--- src/rtl/ysyx_24110006_lsu_if.sv ---
// ----------------------------------------------------------------------------
// ysyx_24110006_lsu_if : AXI4-Lite-style data bus between the LSU and memory
// Rev 1.0
// ----------------------------------------------------------------------------
`default_nettype none

interface ysyx_24110006_lsu_if;
  logic [31:0] araddr;
  logic        arvalid;
  logic        arready;
  logic [31:0] rdata;
  logic [1:0]  rresp;
  logic        rvalid;
  logic        rready;
  logic [31:0] awaddr;
  logic        awvalid;
  logic        awready;
  logic [31:0] wdata;
  logic [3:0]  wstrb;
  logic        wvalid;
  logic        wready;
  logic [1:0]  bresp;
  logic        bvalid;
  logic        bready;

  modport master (
    output araddr, arvalid, rready, awaddr, awvalid, wdata, wstrb, wvalid, bready,
    input  arready, rdata, rresp, rvalid, awready, wready, bresp, bvalid
  );

  modport slave (
    input  araddr, arvalid, rready, awaddr, awvalid, wdata, wstrb, wvalid, bready,
    output arready, rdata, rresp, rvalid, awready, wready, bresp, bvalid
  );
endinterface

`default_nettype wire

--- src/rtl/ysyx_24110006_lsu.sv ---
// ----------------------------------------------------------------------------
// ysyx_24110006_lsu : memory-access stage, load/store over the data bus
// Rev 1.0
// ----------------------------------------------------------------------------
`default_nettype none

module ysyx_24110006_lsu #(
  parameter int TIMEOUT = 0,
  parameter int CNT_W   = 8
) (
  input  logic        i_clock,
  input  logic        i_reset,
  input  logic        i_valid,
  output logic        o_ready,
  input  logic        i_mem_ren,
  input  logic        i_mem_wen,
  input  logic [3:0]  i_mem_wmask,
  input  logic [2:0]  i_mem_read_t,
  input  logic [31:0] i_mem_addr,
  input  logic [31:0] i_mem_wdata,
  input  logic [31:0] i_result,
  input  logic [4:0]  i_reg_rd,
  input  logic        i_reg_wen,
  input  logic [31:0] i_pc,
  output logic        o_valid,
  input  logic        i_ready,
  output logic [31:0] o_result,
  output logic [4:0]  o_reg_rd,
  output logic        o_reg_wen,
  output logic [31:0] o_pc,
  output logic        o_err,
  ysyx_24110006_lsu_if.master bus
);

  localparam logic [2:0] S_IDLE = 3'd0;
  localparam logic [2:0] S_AR   = 3'd1;
  localparam logic [2:0] S_R    = 3'd2;
  localparam logic [2:0] S_AWW  = 3'd3;
  localparam logic [2:0] S_B    = 3'd4;
  localparam logic [2:0] S_DONE = 3'd5;

  localparam bit             TO_EN   = (TIMEOUT != 0);
  localparam logic [CNT_W-1:0] TO_LAST = TO_EN ? CNT_W'(TIMEOUT - 1) : '0;

  logic [2:0]       state_q,   state_d;
  logic [CNT_W-1:0] cnt_q,     cnt_d;
  logic [31:0]      addr_q,    addr_d;
  logic [2:0]       read_t_q,  read_t_d;
  logic [31:0]      wdata_q,   wdata_d;
  logic [3:0]       wstrb_q,   wstrb_d;
  logic             awvalid_q, awvalid_d;
  logic             wvalid_q,  wvalid_d;
  logic [31:0]      result_q,  result_d;
  logic             err_q,     err_d;
  logic [4:0]       rd_q,      rd_d;
  logic             reg_wen_q, reg_wen_d;
  logic [31:0]      pc_q,      pc_d;

  logic        misalign;
  logic        timeout;
  logic [1:0]  off;
  logic [31:0] shifted;
  logic [31:0] load_val;

  assign off     = i_mem_addr[1:0];
  assign timeout = TO_EN && (cnt_q == TO_LAST);
  assign shifted = bus.rdata >> {addr_q[1:0], 3'b000};

  // Load wins when both ren and wen are set, so only its alignment matters then
  always_comb begin
    misalign = 1'b0;
    if (i_mem_ren) begin
      case (i_mem_read_t[1:0])
        2'b01:   misalign = (off == 2'b11);
        2'b10:   misalign = (off != 2'b00);
        default: misalign = 1'b0;
      endcase
    end else if (i_mem_wen) begin
      case (i_mem_wmask)
        4'b0011: misalign = (off == 2'b11);
        4'b1111: misalign = (off != 2'b00);
        default: misalign = 1'b0;
      endcase
    end
  end

  always_comb begin
    case (read_t_q)
      3'b000:  load_val = {{24{shifted[7]}}, shifted[7:0]};
      3'b001:  load_val = {{16{shifted[15]}}, shifted[15:0]};
      3'b100:  load_val = {24'd0, shifted[7:0]};
      3'b101:  load_val = {16'd0, shifted[15:0]};
      default: load_val = shifted;
    endcase
  end

  always_comb begin
    state_d   = state_q;
    cnt_d     = cnt_q;
    addr_d    = addr_q;
    read_t_d  = read_t_q;
    wdata_d   = wdata_q;
    wstrb_d   = wstrb_q;
    awvalid_d = awvalid_q;
    wvalid_d  = wvalid_q;
    result_d  = result_q;
    err_d     = err_q;
    rd_d      = rd_q;
    reg_wen_d = reg_wen_q;
    pc_d      = pc_q;
    case (state_q)
      S_IDLE: begin
        if (i_valid) begin
          addr_d    = i_mem_addr;
          read_t_d  = i_mem_read_t;
          wdata_d   = i_mem_wdata << {off, 3'b000};
          wstrb_d   = i_mem_wmask << off;
          rd_d      = i_reg_rd;
          reg_wen_d = i_reg_wen;
          pc_d      = i_pc;
          result_d  = 32'd0;
          err_d     = 1'b0;
          cnt_d     = '0;
          if (misalign) begin
            err_d   = 1'b1;
            state_d = S_DONE;
          end else if (i_mem_ren) begin
            state_d = S_AR;
          end else if (i_mem_wen) begin
            awvalid_d = 1'b1;
            wvalid_d  = 1'b1;
            state_d   = S_AWW;
          end else begin
            result_d = i_result;
            state_d  = S_DONE;
          end
        end
      end
      S_AR: begin
        if (bus.arready) begin
          cnt_d   = '0;
          state_d = S_R;
        end
      end
      S_R: begin
        if (bus.rvalid) begin
          result_d = load_val;
          err_d    = (bus.rresp != 2'b00);
          state_d  = S_DONE;
        end else if (timeout) begin
          result_d = 32'd0;
          err_d    = 1'b1;
          state_d  = S_DONE;
        end else begin
          cnt_d = cnt_q + CNT_W'(1);
        end
      end
      S_AWW: begin
        // AW and W complete independently; leave once both have been taken
        if (awvalid_q && bus.awready) awvalid_d = 1'b0;
        if (wvalid_q && bus.wready)   wvalid_d  = 1'b0;
        if ((!awvalid_q || bus.awready) && (!wvalid_q || bus.wready)) begin
          awvalid_d = 1'b0;
          wvalid_d  = 1'b0;
          cnt_d     = '0;
          state_d   = S_B;
        end
      end
      S_B: begin
        if (bus.bvalid) begin
          result_d = 32'd0;
          err_d    = (bus.bresp != 2'b00);
          state_d  = S_DONE;
        end else if (timeout) begin
          result_d = 32'd0;
          err_d    = 1'b1;
          state_d  = S_DONE;
        end else begin
          cnt_d = cnt_q + CNT_W'(1);
        end
      end
      S_DONE: begin
        if (i_ready) state_d = S_IDLE;
      end
      default: state_d = S_IDLE;
    endcase
  end

  always_ff @(posedge i_clock) begin
    if (i_reset) begin
      state_q   <= S_IDLE;
      cnt_q     <= '0;
      addr_q    <= 32'd0;
      read_t_q  <= 3'd0;
      wdata_q   <= 32'd0;
      wstrb_q   <= 4'd0;
      awvalid_q <= 1'b0;
      wvalid_q  <= 1'b0;
      result_q  <= 32'd0;
      err_q     <= 1'b0;
      rd_q      <= 5'd0;
      reg_wen_q <= 1'b0;
      pc_q      <= 32'd0;
    end else begin
      state_q   <= state_d;
      cnt_q     <= cnt_d;
      addr_q    <= addr_d;
      read_t_q  <= read_t_d;
      wdata_q   <= wdata_d;
      wstrb_q   <= wstrb_d;
      awvalid_q <= awvalid_d;
      wvalid_q  <= wvalid_d;
      result_q  <= result_d;
      err_q     <= err_d;
      rd_q      <= rd_d;
      reg_wen_q <= reg_wen_d;
      pc_q      <= pc_d;
    end
  end

  assign o_ready     = (state_q == S_IDLE);
  assign o_valid     = (state_q == S_DONE);
  assign o_result    = result_q;
  assign o_err       = err_q;
  assign o_reg_rd    = rd_q;
  assign o_reg_wen   = reg_wen_q && !err_q;
  assign o_pc        = pc_q;
  assign bus.araddr  = {addr_q[31:2], 2'b00};
  assign bus.arvalid = (state_q == S_AR);
  assign bus.rready  = (state_q == S_R);
  assign bus.awaddr  = {addr_q[31:2], 2'b00};
  assign bus.awvalid = awvalid_q;
  assign bus.wdata   = wdata_q;
  assign bus.wstrb   = wstrb_q;
  assign bus.wvalid  = wvalid_q;
  assign bus.bready  = (state_q == S_B);

endmodule

`default_nettype wire

--- src/flat_wrapper.sv ---
// flat-port wrapper written by rule: the top's interface ports become plain ports
module ysyx_24110006_lsu_flat 
#(
  parameter int TIMEOUT = 0,
  parameter int CNT_W   = 8
)
  (i_clock, i_reset, i_valid, o_ready, i_mem_ren, i_mem_wen, i_mem_wmask, i_mem_read_t, i_mem_addr, i_mem_wdata, i_result, i_reg_rd, i_reg_wen, i_pc, o_valid, i_ready, o_result, o_reg_rd, o_reg_wen, o_pc, o_err, bus_araddr, bus_arvalid, bus_rready, bus_awaddr, bus_awvalid, bus_wdata, bus_wstrb, bus_wvalid, bus_bready, bus_arready, bus_rdata, bus_rresp, bus_rvalid, bus_awready, bus_wready, bus_bresp, bus_bvalid);
  ysyx_24110006_lsu_if bus_i ();
  input  logic i_clock;
  input  logic i_reset;
  input  logic i_valid;
  output logic o_ready;
  input  logic i_mem_ren;
  input  logic i_mem_wen;
  input  logic [3:0] i_mem_wmask;
  input  logic [2:0] i_mem_read_t;
  input  logic [31:0] i_mem_addr;
  input  logic [31:0] i_mem_wdata;
  input  logic [31:0] i_result;
  input  logic [4:0] i_reg_rd;
  input  logic i_reg_wen;
  input  logic [31:0] i_pc;
  output logic o_valid;
  input  logic i_ready;
  output logic [31:0] o_result;
  output logic [4:0] o_reg_rd;
  output logic o_reg_wen;
  output logic [31:0] o_pc;
  output logic o_err;
  output wire logic [$bits(bus_i.araddr)-1:0] bus_araddr;
  output wire logic [$bits(bus_i.arvalid)-1:0] bus_arvalid;
  output wire logic [$bits(bus_i.rready)-1:0] bus_rready;
  output wire logic [$bits(bus_i.awaddr)-1:0] bus_awaddr;
  output wire logic [$bits(bus_i.awvalid)-1:0] bus_awvalid;
  output wire logic [$bits(bus_i.wdata)-1:0] bus_wdata;
  output wire logic [$bits(bus_i.wstrb)-1:0] bus_wstrb;
  output wire logic [$bits(bus_i.wvalid)-1:0] bus_wvalid;
  output wire logic [$bits(bus_i.bready)-1:0] bus_bready;
  input wire logic [$bits(bus_i.arready)-1:0] bus_arready;
  input wire logic [$bits(bus_i.rdata)-1:0] bus_rdata;
  input wire logic [$bits(bus_i.rresp)-1:0] bus_rresp;
  input wire logic [$bits(bus_i.rvalid)-1:0] bus_rvalid;
  input wire logic [$bits(bus_i.awready)-1:0] bus_awready;
  input wire logic [$bits(bus_i.wready)-1:0] bus_wready;
  input wire logic [$bits(bus_i.bresp)-1:0] bus_bresp;
  input wire logic [$bits(bus_i.bvalid)-1:0] bus_bvalid;
  assign bus_araddr = bus_i.araddr;
  assign bus_arvalid = bus_i.arvalid;
  assign bus_rready = bus_i.rready;
  assign bus_awaddr = bus_i.awaddr;
  assign bus_awvalid = bus_i.awvalid;
  assign bus_wdata = bus_i.wdata;
  assign bus_wstrb = bus_i.wstrb;
  assign bus_wvalid = bus_i.wvalid;
  assign bus_bready = bus_i.bready;
  assign bus_i.arready = bus_arready;
  assign bus_i.rdata = bus_rdata;
  assign bus_i.rresp = bus_rresp;
  assign bus_i.rvalid = bus_rvalid;
  assign bus_i.awready = bus_awready;
  assign bus_i.wready = bus_wready;
  assign bus_i.bresp = bus_bresp;
  assign bus_i.bvalid = bus_bvalid;
  ysyx_24110006_lsu #(.TIMEOUT(TIMEOUT), .CNT_W(CNT_W)) u_core (.i_clock(i_clock), .i_reset(i_reset), .i_valid(i_valid), .o_ready(o_ready), .i_mem_ren(i_mem_ren), .i_mem_wen(i_mem_wen), .i_mem_wmask(i_mem_wmask), .i_mem_read_t(i_mem_read_t), .i_mem_addr(i_mem_addr), .i_mem_wdata(i_mem_wdata), .i_result(i_result), .i_reg_rd(i_reg_rd), .i_reg_wen(i_reg_wen), .i_pc(i_pc), .o_valid(o_valid), .i_ready(i_ready), .o_result(o_result), .o_reg_rd(o_reg_rd), .o_reg_wen(o_reg_wen), .o_pc(o_pc), .o_err(o_err), .bus(bus_i));
endmodule
--- config.mk ---
export PLATFORM = sky130hd
export DESIGN_NAME = ysyx_24110006_lsu_flat
export DESIGN_NICKNAME = d
export VERILOG_FILES = /design/src/rtl/ysyx_24110006_lsu_if.sv /design/src/rtl/ysyx_24110006_lsu.sv /design/src/flat_wrapper.sv
export SDC_FILE = /design/constraint.sdc
export NUM_CORES = 1
export LEC_CHECK = 0
export ABC_AREA = 1
export CAP_MARGIN = 40
export CELL_PAD_IN_SITES_DETAIL_PLACEMENT = 1
export CELL_PAD_IN_SITES_GLOBAL_PLACEMENT = 2
export CORE_MARGIN = 2
export CORE_UTILIZATION = 21
export DETAILED_ROUTE_END_ITERATION = 8
export PLACE_DENSITY = 0.93
export REMOVE_ABC_BUFFERS = 1
export SYNTH_ARGS = -nofsm -noshare
export SYNTH_HDL_FRONTEND = slang
export SYNTH_SLANG_ARGS = --single-unit
--- constraint.sdc ---
create_clock -name i_clock -period 1.7 [get_ports i_clock]
set_clock_uncertainty 0.1 [all_clocks]
set_input_delay 0.17 -clock i_clock [delete_from_list [all_inputs] [get_ports i_clock]]
set_output_delay 0.17 -clock i_clock [all_outputs]
set_load 0.02 [all_outputs]
==> impl_metrics.tcl <==
set metrics [dict create \
    critPathBufInv 3 \
    met2_usage 0.2952 \
    tritoncts.num_buffers 17 \
    peakVddDrop_v 0.0007226 \
    start_util 0.2138 \
    powerDensity_nw_per_um2 1720 \
    p_int_mw 12.12 \
    die_x_um 194.5 \
    period_share 1.030 \
    r2r_cells 9 \
    finalSetupViolations 16 \
    slowest_delay_ps 380 \
    drt_first_iter_violations 361 \
    cts_hold_buf 0 \
    layout_commonest_cell "nor2_1" \
    p_comb_frac 0.575 \
    cts-htree-levels 4 \
    dr.pass1.iters 4 \
    cp_cell_sequence "nor2_4 -> buf_4 -> nand2_4 -> o21ai_4 -> nor2_8 -> buf_6 -> inv_8 -> nor2_1 -> a21oi_1" \
    io_pins 366 \
    crit_cells 9 \
    power_leakage_nw 6.321 \
    grt_pass1_vias 8918 \
    ys_types 38 \
    drive_gt1_frac 0.1387 \
    overflow 0 \
    pre_cts_ws_ps -171.5 \
    ant_nets 0 \
    crit_required_ps 1960 \
    wl_um 33930 \
    cts_tree "built" \
    gr-usage-all-layers 0.1726 \
    fill_cells 4318 \
    dieArea_um2 37840 \
    groute.layer.met3.usage 0.04355 \
    holdCritPathClass "in2reg" \
    status "finished, violations left" \
    critical_path_class "reg2reg" \
    synth_area_um2 7624 \
    cts.clk_slew.worst_paths_ps 70 \
    yosysWarnings 0 \
    top_usage_layer "met2" \
    nNetsFinal 1627 \
    syn2layout_area_growth_pct 65.80 \
    cpMaxStageDelayCell "dfxtp_4" \
    cts_sinks 147 \
    synthArstFlopShare 0 \
    p_switching_mw 9.626 \
    regArea_um2 2952 \
    core-area_um2 35660 \
    cts_buffer_depth 2 \
    grt_pass1_wl_um 51080 \
    synth_ff_type "dfxtp_1" \
    mostFrequentLayoutCells "nor2_1, clkdlybuf4s50_1, nand2_1, dfxtp_1, dlygate4sd2_1" \
    die_h_um 194.5 \
    seqPwrFrac 0.241 \
    critPathCaptureType "register" \
    avgRoutedWirePerCell_um 17.73 \
    whs_ps 204.1 \
    yosysSeqAreaShare 0.3860 \
    io_buffers 361 \
    crit_path_start_kind "register" \
    multi_input_comb_area_um2 3797 \
    fin_util 0.3545 \
    cts_root_buf "clkbuf_16" \
    antenna_found_initial 5 \
    grt_max_degree 64 \
    worst_slack_ps -51.45 \
    syn_inst 1114 \
    power_mw 21.74 \
    rows 69 \
    drv_slew 0 \
    rsz0062_at_grt "true" \
    cp_max_fo 17 \
    place.gp.congestion 0.8293 \
    synth-edff-count 0 \
    worstSkewPairLatency_ps 440 \
    cap_violations 0 \
    min_path_cells 3 \
    p_clk_frac 0.183 \
    viasPerCell 4.481 \
    vias 8577 \
    max_freq_ghz 0.5710 \
    path_delay_family "buffers and inverters" \
    syn_area_per_cell_um2 6.843 \
    drc 0 \
    final_hold_viol_count 0 \
    ys_ff_latch 147 \
    cp.arrival_ps 2010 \
    switching_share 0.4427 \
    dpl.hpwl_um 24820 \
    grtUsageMet1 0.2077 \
    violations "negative setup slack" \
    fin_crit_ps 1751 \
]
## synthesized netlist by cell type, types with 10 or more instances
cell        n  area, um^2
o21ai_0   118       590.6
o211ai_1   10       75.07
nand2_1   178       668.1
clkbuf_1   39       146.4
a21oi_1    59       295.3
inv_1      58       217.7
buf_2      20       100.1
buf_4      67       503.0
nor2_1    260       975.9
dfxtp_1   147        2943
buf_6      10       112.6
nand3_1    61       305.3
a211oi_1   10       75.07
## registers in the layout (all words and copies together), names as in the netlist
signal and flops:
u_core.bus.wvalid 1, u_core.bus.awvalid 1, u_core.bus.wstrb 4, u_core.bus.wdata 32
u_core.addr_q 32, u_core.o_pc 32, u_core.o_reg_rd 5, u_core.read_t_q 3
u_core.o_result 32, u_core.o_err 1, u_core.reg_wen_q 1, u_core.state_q 3
## worst reg2reg max path: stages, from the launching register on
cell	delay (ps)
dfxtp_4	380
nor2_4	180
buf_4	150
nand2_4	70
o21ai_4	190
nor2_8	90
buf_6	150
inv_8	140
nor2_1	70
a21oi_1	150
## kinds of logic (layout without fill, tap and decap cells)
| kind of cell | after synthesis | after routing | share of synthesized area |
|---|---|---|---|
| other | 1 | 8 | 0.0004919 |
| AOI/OAI and AO/OA | 239 | 239 | 0.1786 |
| muxes | 7 | 7 | 0.009191 |
| and+or+nand+nor | 512 | 512 | 0.2739 |
| buffers and inverters | 206 | 538 | 0.1485 |
| adders and majority gates | 2 | 2 | 0.003282 |
| DFF | 147 | 147 | 0.3860 |
## what timing repair did
action	in CTS	in global routing
gates cloned	1	3
gates resized for setup	149	137
setup buffers	1	9
endpoints found under the setup margin	164	104
pin swaps	2	17
## stage by stage
step                      TNS (ps)  std cells  instance area [um^2]
after floorplan            -205370        980                  6769
after global placement       -6633       1867                 11620
after detailed placement    -10920       1867                 11620
after CTS                   -42.21       1900                 12130
after global routing         -4879       1912                 12630
final                       -260.1       1914                 12640
## layer usage
layer,part of all wire,vias to the layer above,wire [um]
met4,0.027,0,918
met1,0.44,4118,14760
met3,0.045,46,1537
li1,-,4207,-
met2,0.49,206,16710
met5,0,-,0
## worst paths after layout
path / slack (ps) / to / start
max reg2reg: -50 / u_core.o_result[22] / u_core.state_q[1]
max: -50 / u_core.o_result[22] / u_core.state_q[1]
min: 200 / u_core.bus.wdata[15] / i_reset
min reg2reg: 370 / u_core.reg_wen_q / u_core.reg_wen_q
## power by group through the flow
stage | logic [mW] | clock network, mW | registers [mW]
floorplan | 4.13 | 0 | 6.76
global placement | 11.4 | 0 | 5.27
detailed placement | 11.7 | 0 | 5.31
CTS | 11.4 | 4.10 | 5.25
global route | 13.5 | 4.23 | 5.38
finish | 12.5 | 3.99 | 5.25
## final cells by class
type | count | area share
clock buffer | 20 | 0.03534
antenna | 4 | 0.0007919
sequential | 147 | 0.2335
inverter | 69 | 0.02217
timing repair buffer | 438 | 0.3501
multi-input combinational | 764 | 0.3004
tap | 461 | 0.04563
clock inverter | 11 | 0.01198
(Power assumes the default switching activity.)
